`config.mk`:
```
export PLATFORM = sky130hd
export DESIGN_NAME = fetch_stage_flat
export DESIGN_NICKNAME = d
export VERILOG_FILES = /design/src/rtl/fetch_stage_if.sv /design/src/rtl/fetch_stage.sv /design/src/flat_wrapper.sv
export SDC_FILE = /design/constraint.sdc
export NUM_CORES = 1
export LEC_CHECK = 0
export ABC_CLOCK_PERIOD_IN_PS = 5400
export BUFFER_PORTS_ARGS = -buffer_cell sky130_fd_sc_hd__buf_2
export CAP_MARGIN = 5
export CORE_MARGIN = 4
export CORE_UTILIZATION = 48
export DETAILED_ROUTE_END_ITERATION = 6
export PLACE_DENSITY = 0.77
export SLEW_MARGIN = 5
export SYNTH_ARGS = -nofsm -noshare
export SYNTH_HDL_FRONTEND = slang
export SYNTH_SLANG_ARGS = --single-unit
```
`constraint.sdc`:
```
create_clock -name clk -period 5.4 [get_ports clk]
set_clock_uncertainty 0.2 [all_clocks]
set_input_delay 1.08 -clock clk [delete_from_list [all_inputs] [get_ports clk]]
set_output_delay 1.08 -clock clk [all_outputs]
set_load 0.05 [all_outputs]
```
`src/rtl/fetch_stage_if.sv`:
```
// Instruction-memory request/response port for fetch_stage: one-outstanding
// req/ready handshake for the address, rvalid-qualified data return.
interface fetch_stage_if;
   logic        imem_req;
   logic [31:0] imem_addr;
   logic        imem_ready;
   logic        imem_rvalid;
   logic [31:0] imem_rdata;

   modport master (
      output imem_req,
      output imem_addr,
      input  imem_ready,
      input  imem_rvalid,
      input  imem_rdata
   );

   modport slave (
      input  imem_req,
      input  imem_addr,
      output imem_ready,
      output imem_rvalid,
      output imem_rdata
   );
endinterface

```
`src/rtl/fetch_stage.sv`:
```
// Instruction-fetch stage with IF/ID register, skid buffer and redirect handling.
// Optional macro FETCH_MISALIGN_CHK_EN adds the MisalignD flag for unaligned redirect targets.
module fetch_stage #(
   parameter logic [31:0] RESET_PC  = 32'h0000_0000,
   parameter logic [31:0] NOP_INSTR = 32'h0000_0013
) (
   input  logic               clk,
   input  logic               rst,
   input  logic               PCSrcE,
   input  logic [31:0]        PCTargetE,
   input  logic               StallD,
   input  logic               FlushD,
   fetch_stage_if.master      imem,
   output logic [31:0]        InstrD,
   output logic [31:0]        PCD,
   output logic [31:0]        PCPlus4D,
   output logic               ValidD
`ifdef FETCH_MISALIGN_CHK_EN
   ,
   output logic               MisalignD
`endif
);

   typedef enum logic [2:0] {IDLE, REQ, WAIT, DROP, SKID} state_t;

   state_t      state_q;
   logic        req_q;
   logic [31:0] pc_q;
   logic [31:0] skid_q;
   logic [31:0] instr_q;
   logic [31:0] pcd_q;
   logic [31:0] pcp4_q;
   logic        valid_q;

   logic [31:0] tgt_d;
   logic [31:0] pc_plus4_d;
   logic        load_wait_d;
   logic        load_skid_d;
   logic        load_d;
   logic [31:0] load_instr_d;

   assign tgt_d        = PCTargetE & ~32'h0000_0003;
   assign pc_plus4_d   = pc_q + 32'd4;
   assign load_wait_d  = (state_q == WAIT) && imem.imem_rvalid && !PCSrcE && !StallD;
   assign load_skid_d  = (state_q == SKID) && !PCSrcE && !StallD;
   assign load_d       = load_wait_d || load_skid_d;
   assign load_instr_d = load_skid_d ? skid_q : imem.imem_rdata;

   assign imem.imem_req  = req_q;
   assign imem.imem_addr = pc_q;
   assign InstrD         = instr_q;
   assign PCD            = pcd_q;
   assign PCPlus4D       = pcp4_q;
   assign ValidD         = valid_q;

   always_ff @(posedge clk or posedge rst) begin
      if (rst) begin
         state_q <= IDLE;
         req_q   <= 1'b0;
         pc_q    <= RESET_PC;
         skid_q  <= '0;
         instr_q <= NOP_INSTR;
         pcd_q   <= '0;
         pcp4_q  <= '0;
         valid_q <= 1'b0;
      end else begin
         case (state_q)
            IDLE: begin
               state_q <= REQ;
               req_q   <= 1'b1;
            end
            REQ: begin
               if (PCSrcE) begin
                  pc_q <= tgt_d;
                  if (imem.imem_ready) begin
                     state_q <= DROP;
                     req_q   <= 1'b0;
                  end
               end else if (imem.imem_ready) begin
                  state_q <= WAIT;
                  req_q   <= 1'b0;
               end
            end
            WAIT: begin
               if (PCSrcE) begin
                  pc_q <= tgt_d;
                  if (imem.imem_rvalid) begin
                     state_q <= REQ;
                     req_q   <= 1'b1;
                  end else begin
                     state_q <= DROP;
                  end
               end else if (imem.imem_rvalid) begin
                  if (StallD) begin
                     skid_q  <= imem.imem_rdata;
                     state_q <= SKID;
                  end else begin
                     pc_q    <= pc_plus4_d;
                     state_q <= REQ;
                     req_q   <= 1'b1;
                  end
               end
            end
            // PC still addresses the buffered word while parked here.
            SKID: begin
               if (PCSrcE) begin
                  pc_q    <= tgt_d;
                  skid_q  <= '0;
                  state_q <= REQ;
                  req_q   <= 1'b1;
               end else if (!StallD) begin
                  pc_q    <= pc_plus4_d;
                  state_q <= REQ;
                  req_q   <= 1'b1;
               end
            end
            DROP: begin
               if (PCSrcE) begin
                  pc_q <= tgt_d;
               end
               if (imem.imem_rvalid) begin
                  state_q <= REQ;
                  req_q   <= 1'b1;
               end
            end
            default: begin
               state_q <= IDLE;
               req_q   <= 1'b0;
            end
         endcase

         // A fresh load beats a flush: flush only clears a slot not being refilled.
         if (load_d) begin
            instr_q <= load_instr_d;
            pcd_q   <= pc_q;
            pcp4_q  <= pc_plus4_d;
            valid_q <= 1'b1;
         end else if (FlushD) begin
            instr_q <= NOP_INSTR;
            valid_q <= 1'b0;
         end
      end
   end

`ifdef FETCH_MISALIGN_CHK_EN
   logic misal_pend_q;
   logic misal_q;

   assign MisalignD = misal_q;

   always_ff @(posedge clk or posedge rst) begin
      if (rst) begin
         misal_pend_q <= 1'b0;
         misal_q      <= 1'b0;
      end else begin
         if (PCSrcE && (state_q != IDLE)) begin
            misal_pend_q <= |PCTargetE[1:0];
         end else if (load_d) begin
            misal_pend_q <= 1'b0;
         end

         if (load_d) begin
            misal_q <= misal_pend_q;
         end else if (FlushD) begin
            misal_q <= 1'b0;
         end
      end
   end
`endif

endmodule

```
`src/flat_wrapper.sv`:
```
// flat-port wrapper written by rule: the top's interface ports become plain ports
module fetch_stage_flat 
#(
   parameter logic [31:0] RESET_PC  = 32'h0000_0000,
   parameter logic [31:0] NOP_INSTR = 32'h0000_0013
)
  (clk, rst, PCSrcE, PCTargetE, StallD, FlushD, InstrD, PCD, PCPlus4D, ValidD, imem_imem_req, imem_imem_addr, imem_imem_ready, imem_imem_rvalid, imem_imem_rdata);
  fetch_stage_if imem_i ();
  input  logic clk;
  input  logic rst;
  input  logic PCSrcE;
  input  logic [31:0] PCTargetE;
  input  logic StallD;
  input  logic FlushD;
  output logic [31:0] InstrD;
  output logic [31:0] PCD;
  output logic [31:0] PCPlus4D;
  output logic ValidD;
  output wire logic [$bits(imem_i.imem_req)-1:0] imem_imem_req;
  output wire logic [$bits(imem_i.imem_addr)-1:0] imem_imem_addr;
  input wire logic [$bits(imem_i.imem_ready)-1:0] imem_imem_ready;
  input wire logic [$bits(imem_i.imem_rvalid)-1:0] imem_imem_rvalid;
  input wire logic [$bits(imem_i.imem_rdata)-1:0] imem_imem_rdata;
  assign imem_imem_req = imem_i.imem_req;
  assign imem_imem_addr = imem_i.imem_addr;
  assign imem_i.imem_ready = imem_imem_ready;
  assign imem_i.imem_rvalid = imem_imem_rvalid;
  assign imem_i.imem_rdata = imem_imem_rdata;
  fetch_stage #(.RESET_PC(RESET_PC), .NOP_INSTR(NOP_INSTR)) u_core (.clk(clk), .rst(rst), .PCSrcE(PCSrcE), .PCTargetE(PCTargetE), .StallD(StallD), .FlushD(FlushD), .imem(imem_i), .InstrD(InstrD), .PCD(PCD), .PCPlus4D(PCPlus4D), .ValidD(ValidD));
endmodule
```
# --- After elaboration in Yosys (flattened, before gate mapping) ---
# Index checks and enable logic that the tools add are counted.
word_totals:
  register_bits: 165
  latchBits: 0
  ram_bits: 0
  rom_bits: 0
  out_inout_bits: 130
  word_cells: 73
  memories: 0
classes:
  addsub: 1
  mul: 0
  div_mod_pow: 0
  magnitude_cmp: 0
  n_eq_ne: 13
  shift: 0
  n_mux: 34
  bitwise: 0
  reduce_logical: 17
op_table:
  columns: ["op", "count"]
  rows:
  - ["32-bit 2-to-1 mux", 12]
  - ["32-bit case mux with 3 select lines", 1]
  - ["32-bit case mux with 2 select lines", 1]
  - ["32-bit by 3-bit adder with 32-bit output, second input constant", 1]
  - ["3-bit 2-to-1 mux", 9]
  - ["3-bit case mux with 5 select lines", 1]
  - ["2-bit inequality test, second input constant", 6]
  - ["1-bit 2-to-1 mux", 8]
  - ["3-bit by 2-bit equality test with 1-bit output, second input constant", 2]
  - ["3-bit inequality test, second input constant", 2]
  - ["1-bit logical AND", 5]
  - ["1-bit case mux with 5 select lines", 1]
  - ["5-bit AND reduction", 1]
  - ["4-bit AND reduction", 1]
  - ["2-bit nonzero test", 2]
  - ["3-bit by 1-bit equality test with 1-bit output, second input constant", 1]
  - ["3-bit equality test, second input constant", 1]
  - ["3-bit logical NOT", 1]
  - ["3-bit AND reduction", 1]
  - ["3-bit nonzero test", 1]
  - ["1-bit logical NOT", 2]
  - ["2-bit 2-to-1 mux", 1]
  - ["2-bit by 1-bit inequality test with 1-bit output, second input constant", 1]
  - ["2-bit AND reduction", 1]
  - ["2 further kinds", 2]

# --- Logic depth before layout (Yosys ltp) ---
depth:
  word_depth: 6
  ltp_mapped: 8
  depth_no_buf: 6

# --- Least setup slack after synthesis ---
# Ideal clock, no wire load.
synth_path:
  path_type: "input-to-reg"
  start: "in PCSrcE"
  end: "reg u_core.pc_q[2] (netlist: u_core.imem.imem_addr[2])"
  setup_ps: 69
  arrival_time_ps: 2309
  t_required_ps: 5131
  path_slack_ps: 2822
  stages: 7
  cell_sequence: "buf_2 nand2b_1 nand3_1 and2_1 buf_2 or3_1 nand3_1"
synth_via:
  elab_chain_cells: 2
  word_cells_on_any_way: 6
  classes_between: "eq/ne (2); mux (3); reduce/logical (1)"
synth_rtl:
  columns: ["element", "line", "source"]
  rows:
  - ["start, declared", "flat_wrapper.sv:11", "input logic PCSrcE;"]
  - ["3-bit inequality test (no line) (tied with other cells)", null, null]
  - ["3-bit AND reduction (no line) / 32-bit case mux with 3 select lines (equally long branches)", null, null]
  - ["end signal, assigned", "fetch_stage.sv:74", "pc_q <= tgt_d;"]
  - ["end signal, assigned", "fetch_stage.sv:86", "pc_q <= tgt_d;"]
  - ["end signal, assigned", "fetch_stage.sv:98", "pc_q <= pc_plus4_d;"]
  - ["end, declared", "fetch_stage.sv:28", "logic [31:0] pc_q;"]
# Parallel ways exist; a longest one is shown, timed or not.
# A chain may end at the register's enable or synchronous reset.

# --- Final worst setup path ---
layout_path:
  start: "in PCSrcE"
  end: "reg u_core.pc_q[16] (netlist: u_core.imem.imem_addr[16])"
# Same word-level chain as after synthesis.

==> impl_metrics.env <==
export IMPL_synth_top_cell_by_area="dfrtp_1"
export IMPL_finalCritPeriodShare=0.574
export IMPL_synth_cell_types=61
export IMPL_synthArstFlopShare=1.00
export IMPL_power_density_nw_per_um2=643
export IMPL_rsz0062_at_grt="no"
export IMPL_via_count=6356
export IMPL_synth_top_area_share=0.511
export IMPL_grt_pass1_wl_um=32100
export IMPL_die_area_um2=18000
export IMPL_finalMaxSlewViolations=0
export IMPL_die_w_um=134
export IMPL_clkTransAtPathRegs_ns=0.06
export IMPL_drt_initial_drc_count=572
export IMPL_wl_per_cell_um=17.1
export IMPL_dp_hpwl_um=13100
export IMPL_cts_buffers=17
export IMPL_clock_sinks=159
export IMPL_cts_setup_buffers=0
export IMPL_wirelength_um=19700
export IMPL_ys_seq_area_frac=0.521
export IMPL_root_buffer="clkbuf_16"
export IMPL_drtPass1Iterations=6
export IMPL_areaGrowthSynthToFinish_pct=21.6
export IMPL_worst_pin_slew_ns=1.18
export IMPL_grt_overflow=0
export IMPL_r2r_cells=5
export IMPL_status="finished, final reports clean"
export IMPL_fin_setup_tns_ns=0
export IMPL_fmax_ghz=0.322
export IMPL_viasPerCell=5.51
export IMPL_ioPinCount=201
export IMPL_leakage_nw=4.61
export IMPL_yosys_top_cells_area="dfrtp_1, nand2_1, o21ai_0, mux2i_1, a22o_1"
export IMPL_placed_area_um2=8650
export IMPL_fill_cells=1373
export IMPL_synth_commonest_cells="dfrtp_1, nand2_1, o21ai_0, a21oi_1, clkbuf_1"
export IMPL_syn_inst=775
export IMPL_die_h_um=134
export IMPL_ctsResizeCount=0
export IMPL_drive_above_1_share=0.267
export IMPL_critPathRequiredTime_ns=5.45
export IMPL_start_util=0.495
export IMPL_grt_max_degree=160
export IMPL_nNetsFinal=1000
export IMPL_max_cap_violations=0
export IMPL_ys_ff_latch=159
export IMPL_netlist_area_um2=7640
export IMPL_hold_viol_final=0
export IMPL_cts_tree="yes"
export IMPL_row_count=45
export IMPL_avgSynthCellArea_um2=9.86
export IMPL_arrival_ns=3.15
export IMPL_end_kind="register"
export IMPL_worstPathMaxFanout=31
export IMPL_criticalPathCategory="in2reg"
export IMPL_antenna_found_initial=2
export IMPL_cts_hold_fix_buffers=0
export IMPL_final_area_um2=9290
export IMPL_yosysMostFrequentCell="dfrtp_1"
export IMPL_place_gp_congestion=0.827
export IMPL_first_global_vias=5999
export IMPL_synth_edf_count=0
export IMPL_clock_latency_ns=0.41
export IMPL_clk_path_buf_depth=2
export IMPL_synth_flop_cell="dfrtp_1"
export IMPL_fin_crit_ns=3.10
export IMPL_gr_usage_all_layers=0.221
export IMPL_postRouteAntennaNets=0
export IMPL_hold_depth=2
export IMPL_worst_setup_path_start_kind="input port"
export IMPL_setup_violations=0
export IMPL_cts_max_level=4
export IMPL_coreArea_um2=15400
export IMPL_synth_yosys_warnings=0
export IMPL_ir_drop_v=0.000477
export IMPL_max_slew_margin_rel=0.212
export IMPL_drc=0
export IMPL_hp_class="reg2reg"
export IMPL_io_buffer_count=192
==> cell type report <==
cell class                      count  area [µm²]  share of cell area
Clock buffer                       19         433              0.0466
Multi-Input combinational cell    545        3350               0.361
Timing Repair Buffer              198        1020               0.110
Tap cell                          211         264              0.0284
Clock inverter                     13         211              0.0228
Inverter                            7        30.0             0.00323
Antenna cell                        1        2.50            0.000269
Sequential cell                   159        3980               0.429
==> per-layer routing <==
metal,GRT usage,up-vias,share of wire
li1,-,3036,-
met1,0.321,3101,0.46
met2,0.337,201,0.47
met3,0.0499,16,0.063
met4,0.0577,2,0.012
met5,0,-,0.00066
==> worst max-delay path, stage by stage <==
cell and delay [ns]:
buf_2 0.21, nand2b_1 0.29, nand3_1 0.17, nand2_1 0.89, o21ai_0 0.29, o2bb2ai_1 0.20
==> state kept, by name, indices dropped and copies added (netlist names) <==
register,count
u_core.ValidD,1
u_core.state_q,3
u_core.imem.imem_addr,30
u_core.imem.imem_req,1
u_core.PCPlus4D,30
u_core.PCD,30
u_core.InstrD,32
u_core.skid_q,32
==> path summary, 6_finish.rpt <==
| check | slack, ns | end | from |
|---|---|---|---|
| setup / recovery | 2.30 | u_core.imem.imem_addr[16] | PCSrcE |
| hold / removal | 0.27 | u_core.PCD[17] | u_core.PCD[17] |
| setup reg to reg | 2.55 | u_core.imem.imem_addr[16] | u_core.state_q[1] |
| hold reg to reg | 0.27 | u_core.PCD[17] | u_core.PCD[17] |
| max in group asynchronous | 3.65 | u_core.PCPlus4D[8] | rst |
| min in group asynchronous | 0.70 | u_core.PCPlus4D[24] | rst |
==> power breakdown <==
part / switching [mW] / internal (mW) / total, mW
combinational: 1.89 / 0.687 / 2.57
clock: 0.488 / 0.824 / 1.31
sequential: 0.460 / 1.63 / 2.09
total: 2.83 / 3.14 / 5.97
==> per-stage QoR <==
| stage | hold WS (ns) | setup slack, ns | std cells | util | power [mW] |
|---|---|---|---|---|---|
| floorplan | 0.272 | 2.11 | 780 | - | 4.08 |
| global route | 0.290 | 2.15 | 1153 | 0.602 | 6.31 |
| finish | 0.266 | 2.30 | 1153 | 0.602 | 5.97 |
| global placement | 0.254 | 2.05 | 1120 | 0.560 | 4.64 |
| detailed placement | 0.257 | 1.93 | 1120 | 0.560 | 4.69 |
| CTS | 0.273 | 2.40 | 1152 | 0.602 | 6.01 |
==> layout by cell type, fill, tap and decap left out, types with 4 or more instances in the layout <==
| cell type | count |
|---|---|
| inv_1 | 6 |
| xor2_1 | 15 |
| dfrtp_1 | 156 |
| buf_2 | 192 |
| nor3b_1 | 4 |
| o22ai_1 | 15 |
| a22o_1 | 32 |
| clkinvlp_4 | 5 |
| nor2_1 | 19 |
| o21a_1 | 4 |
| a2bb2oi_1 | 7 |
| nand2_1 | 144 |
| a21oi_1 | 34 |
| mux2i_1 | 32 |
| and3_1 | 6 |
| nand3_4 | 4 |
| xnor2_1 | 12 |
| buf_4 | 5 |
| a22oi_1 | 4 |
| o21ai_0 | 82 |
| nand3b_1 | 30 |
| clkbuf_16 | 17 |
| conb_1 | 6 |
| nand4_1 | 11 |
| bufinv_16 | 5 |
| nand3_1 | 25 |
| nor3_1 | 7 |
==> kinds of logic (layout without fill, tap and decap cells) <==
kind of cell	count (synthesis)	after routing	synth area share
adder cells (fa/ha/maj)	1	1	0.00164
AND/OR/NAND/NOR	280	280	0.192
buffers and inverters	76	237	0.0472
flip-flops	159	159	0.521
XOR/XNOR	27	27	0.0309
other	1	7	0.000491
multiplexers	33	33	0.0434
AO/OA/AOI/OAI	198	198	0.163
No activity file was read; power rests on OpenSTA's default activity.
